**src/rtl/hrm_dump_seq.sv**
```systemverilog
// Snapshot sequencer: freezes the HRM CPU, walks the dump mux and emits one
// framed byte stream (HEADER, PC, INSTR, REG, inbox, outbox, XOR checksum).
module hrm_dump_seq #(
    parameter int          FIFO_DEPTH  = 32,
    parameter logic [7:0]  HEADER      = 8'hA5,
    parameter int          FREEZE_WAIT = 2
) (
    input  logic       clk,
    input  logic       i_rst,
    input  logic       i_start,
    output logic       o_busy,
    output logic       o_done,
    output logic       o_freeze,
    output logic [2:0] o_dmp_chip_select,
    output logic [4:0] o_dmp_fifo_pos,
    input  logic [7:0] i_dmp_data,
    input  logic       i_dmp_valid,
    output logic [7:0] o_tx_data,
    output logic       o_tx_valid,
    input  logic       i_tx_ready
);

    localparam logic [2:0] CS_INBOX  = 3'd0;
    localparam logic [2:0] CS_OUTBOX = 3'd1;
    localparam logic [2:0] CS_PC     = 3'd2;
    localparam logic [2:0] CS_REG    = 3'd4;
    localparam logic [2:0] CS_INSTR  = 3'd5;
    localparam logic [5:0] DEPTH     = 6'(FIFO_DEPTH);
    localparam logic [4:0] LAST_POS  = 5'(FIFO_DEPTH - 1);
    localparam logic [7:0] WAIT_LEN  = 8'(FREEZE_WAIT);

    typedef enum logic [3:0] {
        S_IDLE, S_FREEZE, S_HDR, S_PC, S_INSTR, S_REG,
        S_SCAN_IN, S_CNT_IN, S_EMIT_IN,
        S_SCAN_OUT, S_CNT_OUT, S_EMIT_OUT,
        S_CKSUM, S_DONE
    } state_t;

    state_t     r_state, w_state_next;
    logic [7:0] r_wait, w_wait_next;
    logic       r_rd, w_rd_next;
    logic [2:0] r_sel, w_sel_next;
    logic [4:0] r_pos, w_pos_next;
    logic [5:0] r_cnt, w_cnt_next;
    logic [7:0] r_cksum, w_cksum_next;
    logic [7:0] r_tx_data, w_tx_data_next;
    logic       r_tx_valid, w_tx_valid_next;
    logic       r_busy, w_busy_next;
    logic       r_done, w_done_next;

    logic       w_hs;
    logic       w_is_read;
    logic       w_last_emit;
    logic [7:0] w_cksum_acc;
    logic [5:0] w_scan_cnt;

    assign w_hs        = r_tx_valid & i_tx_ready;
    assign w_cksum_acc = r_cksum ^ r_tx_data;
    assign w_last_emit = (({1'b0, r_pos} + 6'd1) == r_cnt);
    assign w_scan_cnt  = i_dmp_valid ? DEPTH : {1'b0, r_pos};
    assign w_is_read   = (r_state == S_PC) || (r_state == S_INSTR) || (r_state == S_REG) ||
                         (r_state == S_EMIT_IN) || (r_state == S_EMIT_OUT);

    always_comb begin
        w_state_next    = r_state;
        w_wait_next     = r_wait;
        w_rd_next       = r_rd;
        w_sel_next      = r_sel;
        w_pos_next      = r_pos;
        w_cnt_next      = r_cnt;
        w_cksum_next    = r_cksum;
        w_tx_data_next  = r_tx_data;
        w_tx_valid_next = r_tx_valid;
        w_busy_next     = r_busy;
        w_done_next     = 1'b0;

        // Two-cycle dump read: address held in the first cycle, data captured at the end of the second.
        if (w_is_read && !r_tx_valid) begin
            if (!r_rd) begin
                w_rd_next = 1'b1;
            end else begin
                w_rd_next       = 1'b0;
                w_tx_valid_next = 1'b1;
                w_tx_data_next  = i_dmp_data;
            end
        end

        case (r_state)
            S_IDLE: begin
                if (i_start) begin
                    w_state_next = S_FREEZE;
                    w_busy_next  = 1'b1;
                    w_wait_next  = 8'd0;
                    w_cksum_next = 8'd0;
                end
            end
            S_FREEZE: begin
                if (r_wait + 8'd1 >= WAIT_LEN) begin
                    w_state_next    = S_HDR;
                    w_tx_valid_next = 1'b1;
                    w_tx_data_next  = HEADER;
                end else begin
                    w_wait_next = r_wait + 8'd1;
                end
            end
            S_HDR: begin
                if (w_hs) begin
                    w_tx_valid_next = 1'b0;
                    w_sel_next      = CS_PC;
                    w_pos_next      = 5'd0;
                    w_rd_next       = 1'b0;
                    w_state_next    = S_PC;
                end
            end
            S_PC, S_INSTR, S_REG: begin
                if (w_hs) begin
                    w_tx_valid_next = 1'b0;
                    w_cksum_next    = w_cksum_acc;
                    if (r_state == S_PC) begin
                        w_sel_next   = CS_INSTR;
                        w_state_next = S_INSTR;
                    end else if (r_state == S_INSTR) begin
                        w_sel_next   = CS_REG;
                        w_state_next = S_REG;
                    end else begin
                        w_sel_next   = CS_INBOX;
                        w_pos_next   = 5'd0;
                        w_state_next = S_SCAN_IN;
                    end
                end
            end
            S_SCAN_IN, S_SCAN_OUT: begin
                if (!r_rd) begin
                    w_rd_next = 1'b1;
                end else begin
                    w_rd_next = 1'b0;
                    if (!i_dmp_valid || r_pos == LAST_POS) begin
                        w_cnt_next      = w_scan_cnt;
                        w_tx_valid_next = 1'b1;
                        w_tx_data_next  = {2'b00, w_scan_cnt};
                        w_pos_next      = 5'd0;
                        w_state_next    = (r_state == S_SCAN_IN) ? S_CNT_IN : S_CNT_OUT;
                    end else begin
                        w_pos_next = r_pos + 5'd1;
                    end
                end
            end
            S_CNT_IN, S_EMIT_IN: begin
                if (w_hs) begin
                    w_tx_valid_next = 1'b0;
                    w_cksum_next    = w_cksum_acc;
                    w_rd_next       = 1'b0;
                    if ((r_state == S_CNT_IN && r_cnt == 6'd0) ||
                        (r_state == S_EMIT_IN && w_last_emit)) begin
                        w_sel_next   = CS_OUTBOX;
                        w_pos_next   = 5'd0;
                        w_state_next = S_SCAN_OUT;
                    end else if (r_state == S_CNT_IN) begin
                        w_pos_next   = 5'd0;
                        w_state_next = S_EMIT_IN;
                    end else begin
                        w_pos_next = r_pos + 5'd1;
                    end
                end
            end
            S_CNT_OUT, S_EMIT_OUT: begin
                if (w_hs) begin
                    w_tx_valid_next = 1'b0;
                    w_cksum_next    = w_cksum_acc;
                    w_rd_next       = 1'b0;
                    if ((r_state == S_CNT_OUT && r_cnt == 6'd0) ||
                        (r_state == S_EMIT_OUT && w_last_emit)) begin
                        w_tx_valid_next = 1'b1;
                        w_tx_data_next  = w_cksum_acc;
                        w_state_next    = S_CKSUM;
                    end else if (r_state == S_CNT_OUT) begin
                        w_pos_next   = 5'd0;
                        w_state_next = S_EMIT_OUT;
                    end else begin
                        w_pos_next = r_pos + 5'd1;
                    end
                end
            end
            S_CKSUM: begin
                if (w_hs) begin
                    w_tx_valid_next = 1'b0;
                    w_busy_next     = 1'b0;
                    w_done_next     = 1'b1;
                    w_state_next    = S_DONE;
                end
            end
            S_DONE: begin
                w_sel_next   = CS_PC;
                w_pos_next   = 5'd0;
                w_state_next = S_IDLE;
            end
            default: w_state_next = S_IDLE;
        endcase
    end

    always_ff @(posedge clk) begin
        if (i_rst) begin
            r_state    <= S_IDLE;
            r_wait     <= 8'd0;
            r_rd       <= 1'b0;
            r_sel      <= CS_PC;
            r_pos      <= 5'd0;
            r_cnt      <= 6'd0;
            r_cksum    <= 8'd0;
            r_tx_data  <= 8'd0;
            r_tx_valid <= 1'b0;
            r_busy     <= 1'b0;
            r_done     <= 1'b0;
        end else begin
            r_state    <= w_state_next;
            r_wait     <= w_wait_next;
            r_rd       <= w_rd_next;
            r_sel      <= w_sel_next;
            r_pos      <= w_pos_next;
            r_cnt      <= w_cnt_next;
            r_cksum    <= w_cksum_next;
            r_tx_data  <= w_tx_data_next;
            r_tx_valid <= w_tx_valid_next;
            r_busy     <= w_busy_next;
            r_done     <= w_done_next;
        end
    end

    assign o_busy            = r_busy;
    assign o_done            = r_done;
    assign o_freeze          = r_busy;
    assign o_dmp_chip_select = r_sel;
    assign o_dmp_fifo_pos    = r_pos;
    assign o_tx_data         = r_tx_data;
    assign o_tx_valid        = r_tx_valid;

endmodule

```
**config.mk**
```make
export PLATFORM = sky130hd
export DESIGN_NAME = hrm_dump_seq
export DESIGN_NICKNAME = d
export VERILOG_FILES = /design/src/rtl/hrm_dump_seq.sv
export SDC_FILE = /design/constraint.sdc
export NUM_CORES = 1
export LEC_CHECK = 0
export CAP_MARGIN = 40
export CORE_MARGIN = 2
export CORE_UTILIZATION = 37
export DETAILED_ROUTE_END_ITERATION = 7
export PLACE_DENSITY = 0.56
export SYNTH_ARGS = -nofsm -noshare
export SYNTH_HDL_FRONTEND = slang
export SYNTH_SLANG_ARGS = --single-unit
```
**constraint.sdc**
```tcl
create_clock -name clk -period 2.9 [get_ports clk]
set_clock_uncertainty 0.1 [all_clocks]
set_input_delay 0.435 -clock clk [delete_from_list [all_inputs] [get_ports clk]]
set_output_delay 0.435 -clock clk [all_outputs]
set_load 0.02 [all_outputs]
```
Word-level counts from Yosys, hierarchy flattened
Cells that the tools add are included.
- input port bits: 13
- register bits after elaboration: 46
- output and inout port bits: 20
- mux-type cells: 68
- bitwise operators: 3
- equal/unequal tests: 32
- order comparisons: 1
- add/subtract/negate cells: 3
- reductions and logical operators: 36
- operators with widths (kind ; number):
    2-to-1 mux 8 bit ; 10
    2-to-1 mux 5 bit ; 12
    2-to-1 mux 4 bit ; 14
    case mux 4 bit (8 select lines) ; 1
    case mux 8 bit (2 select lines) ; 2
    case mux 5 bit (6 select lines) ; 1
    != test 2 bit, second input constant ; 14
    == test 4 bit, second input constant ; 6
    case mux 8 bit (3 select lines) ; 1
    2-to-1 mux 3 bit ; 6
    == test 4 x 3 -> 1 bit, second input constant ; 4
    2-to-1 mux 1 bit ; 14
    OR reduction 7 bit ; 2
    case mux 3 bit (4 select lines) ; 1
    AND reduction 3 bit ; 4
    AND reduction 11 bit ; 1
    AND reduction 9 bit ; 1
    adder 8 x 1 -> 8 bit, second input constant ; 1
    == test 4 x 2 -> 1 bit, second input constant ; 2
    greater-or-equal comparator 8 x 2 -> 1 bit, second input constant ; 1
    OR reduction 2 bit ; 4
    XOR 8 bit ; 1
    logical OR 1 bit ; 7
    adder 5 x 1 -> 6 bit, second input constant ; 1
    other kinds (22) ; 32

Logic depth before layout (Yosys ltp)
Gate-level depths: netlist (run 1).
- depth in word-level cells: 10
- mapped depth: 11

Least setup slack after synthesis (run 1)
No wires, ideal clock.
- kind: flip-flop to flip-flop
- start point: reg r_pos[0], in the netlist o_dmp_fifo_pos[0]
- end point: reg r_tx_data[0], in the netlist o_tx_data[0]
- cell stages (with the launch flop): 12
- arrival: 2527 ps
- slack: 143 ps
- period minus slack after synthesis: 2757 ps
- library setup time: 130 ps
- buffers on the path: 1
- cells stage by stage: dfxtp_1 -> ha_1 -> and3_1 -> ha_1 -> xor2_1 -> nor3_2 -> and3_4 -> a31oi_2 -> or3_1 -> buf_6 -> mux2i_1 -> a31oi_1
- word-level cells in the longest chain between the ends: 7
- RTL lines (what ; RTL line ; text):
    start: declaration ; 43 ; logic [4:0] r_pos, w_pos_next;
    start signal: assignment ; 219 ; r_pos <= w_pos_next;
    adder 5 x 1 -> 6 bit ; 59 ; assign w_last_emit = (({1'b0, r_pos} + 6'd1) == r_cnt);
    == test 6 bit ; 59 ;
    logical AND 1 bit ; 172 ; (r_state == S_EMIT_OUT && w_last_emit)) begin
    logical OR 1 bit ; 171 ; if ((r_state == S_CNT_OUT && r_cnt == 6'd0) ||
    2-to-1 mux 8 bit ; 171 ;
    2-to-1 mux 8 bit ; 167 ; if (w_hs) begin
    case mux 8 bit (3 select lines) (*) ; 88 ; case (r_state)
    end signal: assignment ; 222 ; r_tx_data <= w_tx_data_next;
    end: declaration ; 46 ; logic [7:0] r_tx_data, w_tx_data_next;
Mark *: on every way between the ends. The rest lies on a longest branch, timed or not.
A chain may end at the register's enable or synchronous reset.

Final worst setup path (run 1)
- start point: reg r_pos[0], in the netlist o_dmp_fifo_pos[0]
- end point: reg r_tx_data[2], in the netlist o_tx_data[2]
The elaborated chain is that of the path after synthesis.

==> results of run 1 <==
## sequential cells by signal, summed over array words and instances, names as in the netlist
register / flops
r_state: 4
o_tx_data: 8
o_tx_valid: 1
o_done: 1
r_rd: 1
r_cksum: 8
o_busy: 1
r_wait: 8
r_cnt: 6
o_dmp_fifo_pos: 5
o_dmp_chip_select: 3
## cell usage after synthesis, drive strengths merged, types with 4 or more instances
cell type,n
and2,12
nor2,39
o21ai,28
clkbuf,13
nor3,8
xnor2,11
buf,11
ha,4
nand3,12
and3,4
a21oi,28
nor2b,8
xor2,8
a31oi,11
nand2b,12
nand3b,8
mux2i,13
inv,6
dfxtp,46
o2bb2ai,4
nand2,34
## per-stage QoR
stage / setup slack (ns) / area [um^2]
2_1_floorplan: 0.143 / 2970
3_3_place_gp: 0.149 / 3430
3_5_place_dp: 0.0663 / 3430
4_1_cts: 0.0497 / 3520
5_1_grt: 0.0554 / 3530
6_report: 0.203 / 3530
## timing repair
action,in CTS,in global routing
gates resized for setup,0,1
endpoints found under the hold margin,0,0
setup endpoints to repair,0,9
## metal layers
layer / global-route usage (%) / vias to the layer above / wire [um]
met5: 0 / - / 0
met4: 4.78 / 0 / 93
met3: 3.55 / 9 / 417
met2: 30.6 / 101 / 3630
met1: 26.5 / 1318 / 3800
li1: - / 1413 / -
## cells by family (layout without fill, tap and decap cells)
group           Yosys count  after routing
compound gates          108            108
xor+xnor                 19             19
fa+ha+maj                 4              4
buf+inv                  30             63
flops                    46             46
mux                      15             15
simple gates            149            149
## layout by cell type (no fill, tap or decap), types with 4 or more instances in the layout
| cell | instances |
|---|---|
| dfxtp_1 | 46 |
| nor2_1 | 38 |
| nand2_1 | 34 |
| clkdlybuf4s50_1 | 32 |
| a21oi_1 | 26 |
| o21ai_0 | 18 |
| buf_4 | 17 |
| mux2i_1 | 13 |
| nand3_1 | 11 |
| nand2b_1 | 11 |
| and2_1 | 11 |
| o21ai_1 | 10 |
| xnor2_1 | 9 |
| a31oi_1 | 9 |
| nor2b_1 | 8 |
| nand3b_1 | 8 |
| xor2_1 | 8 |
| inv_1 | 6 |
| nor3_1 | 6 |
| clkbuf_8 | 6 |
| o2bb2ai_1 | 4 |
| ha_1 | 4 |
## layout make-up
cell class,count,area [um^2],share of cell area [%]
multi-input cells,295,1920,54.3
well taps,102,128,3.62
repair buffers,49,448,12.7
clock inverters,1,8.76,0.248
clock buffers,7,86.3,2.45
flip-flops and latches,46,921,26.1
inverters,6,22.5,0.638
## worst max path at each step
stage / from / endpoint / slack [ns] / cells after the start
finish: o_dmp_fifo_pos[0] / o_tx_data[2] / 0.20 / 10
global route: o_dmp_fifo_pos[0] / o_tx_data[5] / 0.06 / 10
CTS: o_dmp_fifo_pos[0] / o_tx_data[2] / 0.05 / 10
detailed placement: o_dmp_fifo_pos[0] / o_tx_data[2] / 0.07 / 10
global placement: o_dmp_fifo_pos[0] / o_tx_data[7] / 0.15 / 10
floorplan: o_dmp_fifo_pos[0] / o_tx_data[0] / 0.14 / 11
## worst max-delay path: stages (launching register included)
cell and delay, ns:
dfxtp_1 0.33, ha_1 0.20, and3_1 0.18, ha_1 0.30, xor2_1 0.16, nor3_2 0.21
and3_4 0.24, a31oi_2 0.12, or3_4 0.46, mux2i_1 0.18, a31oi_1 0.10
## power by group through the flow
stage	registers [mW]	clock network (mW)	logic [mW]
6_report	0.764	0.431	0.930
4_1_cts	0.763	0.447	0.920
2_1_floorplan	0.756	0	0.662
5_1_grt	0.778	0.474	1.02
3_3_place_gp	0.775	0	0.914
3_5_place_dp	0.777	0	0.916
==> out/metrics.cfg, run 1 <==
[run_status]
status = completed

[placed_design]
dp.cells = 498
place.gp.congestion = 0.860
portBuffers = 32
dp_hpwl_mm = 5.57

[synthesis]
synth_top_family_by_area = simple AND/OR/NAND/NOR gates
synth_compound_area_share_pct = 24.9
avgSynthCellArea_um2 = 7.99
yosys.area_share.simple_pct = 26.2
synth_top_area_share_pct = 31.1
ys_ff_latch = 46
muxShareOfSynthArea_pct = 5.53
synthCells = 371
synth_cell_type_count = 70
synth_edf_count = 0
synthAdderAreaFrac_pct = 1.69
yosys_warnings = 0
synthFlopType = dfxtp_1
synth-xor-area-share_pct = 6.12
ys_top_cells_by_area = dfxtp_1, nor2_1, a21oi_1
async_reset_ff_share_pct = 0
syn_nets = 388
ys_seq_area_share_pct = 31.1
yosys.area.top_type = dfxtp_1
synth.cell_area_um2 = 2970

[setup_path]
cp-end-kind = register
r2r_slack_ns = 0.20
crit_arrival_ns = 2.79
crit_fanout = 10
start_kind = register
timing.rr.start = o_dmp_fifo_pos[0]
cp.required_ns = 2.99
r2r_end = o_tx_data[2]
criticalPathCategory = reg -> reg
reg2reg_depth = 10

[power]
internal-power_mw = 1.23
combPwrFrac_pct = 43.8
leakagePower_nw = 1.33
clockPowerShare_pct = 20.3
vdd_ir_drop_max_mv = 0.237
p_sw_share_pct = 42.1
sequentialPowerShare_pct = 35.9
p_total_mw = 2.13
p_sw_mw = 0.894
power_density_nw_per_um2 = 602

[layout]
fin_cells = 506
syn_to_final_growth_pct = 19.0
fillers = 763
nets = 420
antenna_cells = 0
drive_gt1_share_pct = 9.90
fin_util_pct = 45.7

[hold_path]
worstHoldPathType = reg -> reg
holdCritStartpoint = r_wait[7]
hold_path_end = r_wait[7]
whs_path_depth = 1

[routing]
totalWireLength_mm = 7.93
viasPerCell = 5.61
drtIter0Drc = 201
drt_pass1_iterations = 5
vias = 2841
wire_per_inst_um = 15.7
ant_nets = 0
drc = 0

[sta]
fmax_mhz = 371
drv_slew = 0
post-route-period-util_pct = 93.0
rsz0062_at_grt = false
period_minus_slack_ns = 2.70
hold_viol = 0
slew_headroom_pct = 59.6
finalSetupViolations = 0
hold_slack_ns = 0.398
worstMarginPinSlew_ns = 0.606
final.setup.tns_ns = 0

[floorplan]
rows = 32
ios = 33
coreArea_um2 = 7730
initial_utilization_pct = 38.4
die_y_um = 93.5
die_area_um2 = 8750
die_w_um = 93.5

[cts]
cts_root_buf = clkbuf_8
cts_buffers = 5
cts_buffer_depth = 2
path_clk_slew_ns = 0.09
htreeDepth = 2
cts.hold.buffers_added = 0
cts_tree = done
clock_sinks = 46
clock_latency_ns = 0.31
postCtsSetupBuffers = 0

[job]
cap_violations = 0

[global_route]
track_usage_pct = 19.1
grt_max_degree = 29
antenna_found_initial = 0
grt_pass1_wl_mm = 13.4
first_global_vias = 2656
grt-ovfl-total = 0

No activity file was read; power rests on OpenSTA's default activity.
==> inputs of run 2 (changes only) <==
Settings changed: CTS_CLUSTER_SIZE from default to 30.
==> results of run 2 <==
Final layout, timing and power as in run 1 (identical DEF).
==> inputs of run 3 (changes only) <==
Settings changed: ABC_CLOCK_PERIOD_IN_PS from default to 2700, PLACE_DENSITY 0.56 to default.
Clock period 2.9 ns to 2.7 ns, I/O delays scaled along.
==> run 3 against run 2 <==
  * Clock power is essentially flat
  * Final area grew 2.6%
  * Global-route usage is essentially flat
  * Combinational power grew 15%
  * Register-to-register slack lost 0.09 ns
  * Critical path type unchanged
  * Largest cell class unchanged
  * Largest power group unchanged
  * Highest routed layer unchanged
==> out/metrics.cfg, run 3 (synthesis gave the netlist of run 1 again) <==
[global_route]
first_global_vias = 2735
grt_max_degree = 29
grt-ovfl-total = 0
grt_pass1_wl_mm = 13.4
track_usage_pct = 19.1
antenna_found_initial = 0

[routing]
totalWireLength_mm = 7.97
ant_nets = 0
wire_per_inst_um = 15.4
drtIter0Drc = 200
vias = 2817
drt_pass1_iterations = 4
drc = 0
viasPerCell = 5.43

[layout]
drive_gt1_share_pct = 12.9
syn_to_final_growth_pct = 22.2
fillers = 769
mostFrequentLayoutCells = dfxtp_1, nor2_1, nand2_1, clkdlybuf4s50_1, buf_4
fin_util_pct = 46.9
nets = 433
final_common_cell = dfxtp_1
fin_area_um2 = 3620
antenna_cells = 0

[setup_path]
crit_top_cell = ha_1
crit_arrival_ns = 2.69
start_kind = register
cp-end-kind = register
crit_family = compound AO/OA/AOI/OAI gates
max_stage_delay_ns = 0.33
criticalPathCategory = reg -> reg
slowest_stage = dfxtp_2
crit_fanout = 9
path_buf_inv = 1
crit_chain = ha_1, and3_1, ha_1, xor2_1, nor3_2, and3_4, buf_4, a31o_1, a31oi_4, o2bb2ai_1, a32o_1
cp.required_ns = 2.80

[sta]
period_minus_slack_ns = 2.59
fmax_mhz = 386
finalSetupViolations = 0
post-route-period-util_pct = 95.9
drv_slew = 0
hold_slack_ns = 0.392
hold_viol = 0
worstMarginPinSlew_ns = 0.504
slew_headroom_pct = 66.4

[hold_path]
worstHoldPathType = reg -> reg

[job]
cap_violations = 0

[cts]
cts_root_buf = clkbuf_8
cts_buffer_depth = 2
clock_sinks = 46
cts_tree = done
htreeDepth = 2
path_clk_slew_ns = 0.08
clock_latency_ns = 0.30
cts_buffers = 5

[placed_design]
dp_hpwl_mm = 5.92
dpl_cell_area_um2 = 3520
place.gp.congestion = 0.944
portBuffers = 32

[floorplan]
rows = 32
die_y_um = 93.5
die_w_um = 93.5
coreArea_um2 = 7730
die_area_um2 = 8750
initial_utilization_pct = 38.4
ios = 33

[power]
p_sw_share_pct = 41.9
power_density_nw_per_um2 = 639
clockPowerShare_pct = 18.6
combPwrFrac_pct = 46.2
leakagePower_nw = 1.41
sequentialPowerShare_pct = 35.1
internal-power_mw = 1.35
p_sw_mw = 0.968
vdd_ir_drop_max_mv = 0.218

[run_status]
status = completed

==> run 3: cell count changes in the layout (fill, tap and decap cells not counted), sizes merged <==
cell | before | now
clkinv | 0 | 2
clkbuf | 7 | 6
inv | 7 | 6
buf | 17 | 30
==> run 3: final cells by class <==
| class | instances | area, um^2 | area share [%] |
|---|---|---|---|
| inverter | 6 | 22.5 | 0.622 |
| clock inverter | 2 | 13.8 | 0.380 |
| sequential | 46 | 923 | 25.5 |
| multi-input combinational | 295 | 1920 | 52.9 |
| timing repair buffer | 62 | 546 | 15.1 |
| clock buffer | 6 | 72.6 | 2.00 |
| tap | 102 | 128 | 3.52 |
==> run 3: through the flow <==
| step | TNS [ns] | setup slack, ns | power [mW] | cells |
|---|---|---|---|---|
| 3_3_place_gp | 0 | 0.0684 | 1.87 | 510 |
| 4_1_cts | 0 | 0.0463 | 2.32 | 518 |
| 3_5_place_dp | 0 | 0.0503 | 1.88 | 510 |
| 2_1_floorplan | 0 | 0.0430 | 1.52 | 371 |
| 5_1_grt | -0.00988 | -0.00786 | 2.48 | 519 |
| 6_report | 0 | 0.111 | 2.31 | 519 |
==> run 3: worst reg2reg max path, cell delays in order, from the launching register on <==
cell and delay, ns:
dfxtp_2 0.33, ha_1 0.19, and3_1 0.18, ha_1 0.29
xor2_1 0.18, nor3_2 0.06, and3_4 0.15, buf_4 0.14
a31o_1 0.24, a31oi_4 0.28, o2bb2ai_1 0.13, a32o_1 0.21
==> run 3: power groups by stage <==
stage / sequential (mW) / combinational (mW) / clock, mW
6_report: 0.813 / 1.07 / 0.430
5_1_grt: 0.825 / 1.18 / 0.477
4_1_cts: 0.814 / 1.06 / 0.448
3_5_place_dp: 0.828 / 1.05 / 0
3_3_place_gp: 0.827 / 1.05 / 0
2_1_floorplan: 0.812 / 0.712 / 0
==> run 3: repair_timing <==
item / in CTS / in global routing
setup endpoints to repair: 0 / 23
setup buffers: 0 / 1
hold buffers: 0 / 0
gates resized for setup: 0 / 1
==> run 3: final timing paths <==
path	cells past startpoint	slack, ns	startpoint	to
min	2	0.39	r_cnt[1]	r_cnt[1]
max	11	0.11	o_dmp_fifo_pos[0]	o_dmp_fifo_pos[3]
min reg2reg	2	0.39	r_cnt[1]	r_cnt[1]
max reg2reg	11	0.11	o_dmp_fifo_pos[0]	o_dmp_fifo_pos[3]
==> run 3: metal layers <==
metal | global-route usage [%] | part of all wire [%] | vias to the layer above
li1 | - | - | 1435
met1 | 26.1 | 47 | 1306
met2 | 30.7 | 48 | 70
met3 | 3.30 | 4.5 | 6
met4 | 5.88 | 0.95 | 0
met5 | 0 | 0 | -
==> patch 1: new RTL, settings of run 2 <==
Reset style: asynchronous (`i_rst`), changed in one clocked block.
--- a/src/rtl/hrm_dump_seq.sv
+++ b/src/rtl/hrm_dump_seq.sv
@@ -198,7 +198,7 @@
         endcase
     end
 
-    always_ff @(posedge clk) begin
+    always_ff @(posedge clk or posedge i_rst) begin
         if (i_rst) begin
             r_state    <= S_IDLE;
             r_wait     <= 8'd0;
Behaviour: differs if i_rst is asserted again (counterexample within 4 cycles, from zero or initial values and one cycle with i_rst high); with i_rst held inactive, the same outputs for 10 cycles.
==> patch 1 against run 2 <==
  * Critical endpoint is now o_dmp_chip_select[2]
  * Count of clock-buffer cells in the layout unchanged
  * Routed wire length increased by 8.9%
  * Synthesized area increased by 6.8%
  * Critical path type unchanged
  * Sequential cell count unchanged
  * Final area increased by 6.8%
  * Worst setup slack got worse by 32 ps
Power is not compared: it rests on default switching activity, and its combinational part moved more than twofold at a synthesized area within 25%.
==> patch 1: results <==
export IMPL_final_nets=409
export IMPL_hold_path_class="input pin to asynchronous set/reset pin"
export IMPL_syn_nets=372
export IMPL_drtIter0Drc=132
export IMPL_grt_util_all_layers_pct=19.69
export IMPL_route_met3_wl_um=344
export IMPL_wl_per_cell_um=17.34
export IMPL_seq_area_frac_synth_pct=36.37
export IMPL_synth_area_top_cells="dfrtp_1 36%, o21ai_0 5.1%, nand2_1 3.4%"
export IMPL_synthTopCellsByCount="45 x dfrtp_1, 32 x o21ai_0, 29 x nand2_1"
export IMPL_nFillCells=843
export IMPL_critPathTopFamily="simple AND/OR/NAND/NOR gates"
export IMPL_arrival_ps=2830
export IMPL_routed_wl_met2_mm=4.032
export IMPL_cp_slowest_cell="dfrtp_1"
export IMPL_place_congestion=0.9029
export IMPL_whs_ps=373.3
export IMPL_cts_buffers=5
export IMPL_yosysUniqueCellTypes=74
export IMPL_grt_pass1_vias=2816
export IMPL_dpl_hpwl_mm=6.159
export IMPL_routedLengthMet1_mm=4.157
export IMPL_post_cts_buffers=0
export IMPL_outcome="finished clean"
export IMPL_critical_path_max_stage_delay_ps=390
export IMPL_worst_pin_slew_ps=648.1
export IMPL_crit_path_start="o_dmp_fifo_pos[0]"
export IMPL_p_sw_share_pct=47.40
export IMPL_r2r_slack_ps=170
export IMPL_grt_pass1_wl_mm=14.12
export IMPL_vias=2862
export IMPL_grt_max_degree=47
==> patch 1: logic make-up (layout without fill, tap and decap cells) <==
kind of cell               count (synthesis)  in the layout  synth area share [%]
AOI/OAI and AO/OA                        110            110                 24.17
adders and majority gates                  5              5                 1.896
muxes                                     13             13                 4.423
and+or+nand+nor                          133            133                 23.70
xor gates and xnor gates                  18             18                 4.976
buffers and inverters                     30             68                 4.463
DFF                                       46             46                 36.37
==> patch 1: per-stage QoR <==
step	instances	utilization [%]	setup slack (ps)	area [um2]
after floorplan	355	-	72.14	3168
after global placement	490	44.36	206.5	3664
after detailed placement	490	44.36	170.4	3664
after CTS	498	45.64	161.4	3769
after global routing	498	45.64	8.658	3769
final	498	45.64	171.6	3769
==> patch 1: layer usage <==
layer  track usage [%]  vias up
met4             5.634        0
met1             28.21     1408
met2             30.96       71
met5                 0        -
li1                  -     1374
met3             2.870        9
==> patch 1: what timing repair did <==
| action | 4_1_cts | 5_1_grt |
|---|---|---|
| setup endpoints to repair | 0 | 1 |
| gates resized for setup | 0 | 1 |
| hold endpoints to repair | 0 | 0 |
==> patch 1: path summary, 6_finish.rpt <==
kind | endpoint | cells after the start
max in group asynchronous | o_dmp_chip_select[1] | 3
worst min register to register | o_dmp_chip_select[2] | 1
worst max-delay path | o_dmp_chip_select[2] | 9
worst max register to register | o_dmp_chip_select[2] | 9
worst min-delay path | r_cksum[7] | 3
min in group clk | o_dmp_chip_select[2] | 1
==> patch 1: cell type report <==
cell class | instances | share of cell area (%)
clock buffer | 7 | 2.556
sequential | 46 | 30.58
clock inverter | 1 | 0.2324
tap | 105 | 3.486
multi-input combinational | 279 | 49.73
timing repair buffer | 50 | 12.42
inverter | 10 | 0.9960
==> patch 1: tightest hold or removal path, cell delays in order <==
cell and delay (ps):
clkdlybuf4s50_1 420, inv_2 70, buf_12 240
==> patch 2: new RTL, config.mk and constraints of run 2 <==
Made on the original files. Set the parameter `FIFO_DEPTH` to 24 (it was 32).
--- a/src/rtl/hrm_dump_seq.sv
+++ b/src/rtl/hrm_dump_seq.sv
@@ -1,7 +1,7 @@
 // Snapshot sequencer: freezes the HRM CPU, walks the dump mux and emits one
 // framed byte stream (HEADER, PC, INSTR, REG, inbox, outbox, XOR checksum).
 module hrm_dump_seq #(
-    parameter int          FIFO_DEPTH  = 32,
+    parameter int          FIFO_DEPTH  = 24,
     parameter logic [7:0]  HEADER      = 8'hA5,
     parameter int          FREEZE_WAIT = 2
 ) (
Behaviour: no difference found for any inputs over 10 cycles, from zero or initial values and one cycle with i_rst high; that may be too few to reach the edited logic, so the function may still have changed.
==> patch 2 against run 2 <==
  * Final area increased by 5.3%
  * Synthesized area increased by 7.6%
  * Clock power increased by 16%
  * Count of clock-buffer cells in the layout unchanged
  * Largest cell class unchanged
  * Die area increased by 7.3%
  * Power increased by 8.4%
  * Sequential cell count decreased by 1
  * Worst setup slack improved by 64 ps
  * Sequential power increased by 6.8%
  * Non-clock buffer count decreased by 1
  * Via count increased by 10%
  * Routed wire length increased by 17%
==> patch 2: results <==
export IMPL_outcome="finished clean"
export IMPL_first_pass_iters=4
export IMPL_vias=3128
export IMPL_h_tree_depth=2
export IMPL_grt_util_all_layers_pct=19.35
export IMPL_arrival_ps=2730
export IMPL_final_nets=449
export IMPL_drtIter0Drc=241
export IMPL_grt_max_degree=23
export IMPL_dpl_hpwl_mm=6.896
export IMPL_seq_area_frac_synth_pct=28.24
export IMPL_drive_gt1_share_pct=8.986
export IMPL_worst_pin_slew_ps=683.5
export IMPL_yosysUniqueCellTypes=76
export IMPL_place_congestion=0.9335
export IMPL_peakVddDrop_uv=246.0
export IMPL_critPathMaxFanout=15
export IMPL_grt_pass1_vias=2970
export IMPL_synthTopCellsByCount="45 x dfxtp_1, 39 x nor2_1, 29 x a21oi_1"
export IMPL_wl_per_cell_um=17.17
export IMPL_nFillCells=823
export IMPL_routedLengthMet1_mm=4.379
export IMPL_synth_area_top_cells="dfxtp_1 28%, nor2_1 4.6%, a21oi_1 4.5%"
export IMPL_syn_nets=420
export IMPL_routed_wl_met2_mm=4.360
export IMPL_yosysWarnings=0
export IMPL_hp_start="o_dmp_chip_select[2]"
==> patch 2: kinds of logic (layout without fill, tap and decap cells) <==
logic type / after synthesis / after routing / share of synthesized area [%]
simple gates: 156 / 156 / 27.26
buf+inv: 46 / 76 / 7.451
xor+xnor: 14 / 14 / 3.843
compound gates: 127 / 127 / 27.84
fa+ha+maj: 3 / 3 / 1.177
mux: 13 / 13 / 4.196
flops: 45 / 45 / 28.24
==> patch 2: path summary, 6_finish.rpt <==
path | depth (start not counted) | endpoint | slack (ps)
setup reg to reg | 6 | r_state[1] | 270
setup / recovery | 6 | r_state[1] | 270
hold reg to reg | 2 | o_dmp_chip_select[2] | 390
hold / removal | 2 | o_dmp_chip_select[2] | 390
==> patch 2: critical path, stage by stage (launching register included) <==
cell and delay [ps]:
dfxtp_1 730, or2b_1 280, o22ai_1 230, a22oi_1 370, o21ai_1 180, or2_1 270
o41ai_1 360
==> patch 2: metrics by stage <==
stage	setup WS (ps)	instance area [um2]	hold WS, ps	utilization, %	std cells
after global placement	381.7	3600	365.5	43.37	531
after global routing	100.9	3716	426.1	44.78	539
after CTS	290.0	3716	385.2	44.78	539
after floorplan	473.7	3191	354.6	-	404
final	266.9	3716	386.9	44.78	539
after detailed placement	305.6	3600	372.9	43.37	531
==> patch 2: metal layers <==
| metal | up-vias | GRT usage [%] |
|---|---|---|
| li1 | 1553 | - |
| met1 | 1480 | 26.31 |
| met2 | 78 | 32.05 |
| met3 | 17 | 2.818 |
| met4 | 0 | 5.200 |
| met5 | - | 0 |
==> patch 2: final cells by class <==
type,count,area [um2],share of cell area [%]
Multi-Input combinational cell,313,2052,55.22
Sequential cell,45,900.9,24.24
Timing Repair Buffer,48,440.4,11.85
Tap cell,105,131.4,3.535
Clock buffer,7,86.33,2.323
Inverter,20,75.07,2.020
Clock inverter,1,30.03,0.8081
==> patch 2: power groups by stage <==
stage	sequential [mW]	combinational (mW)	clock (mW)
CTS	0.812	0.982	0.518
global placement	0.828	0.975	0
global route	0.830	1.08	0.539
detailed placement	0.828	0.977	0
floorplan	0.779	0.701	0
finish	0.816	0.988	0.500
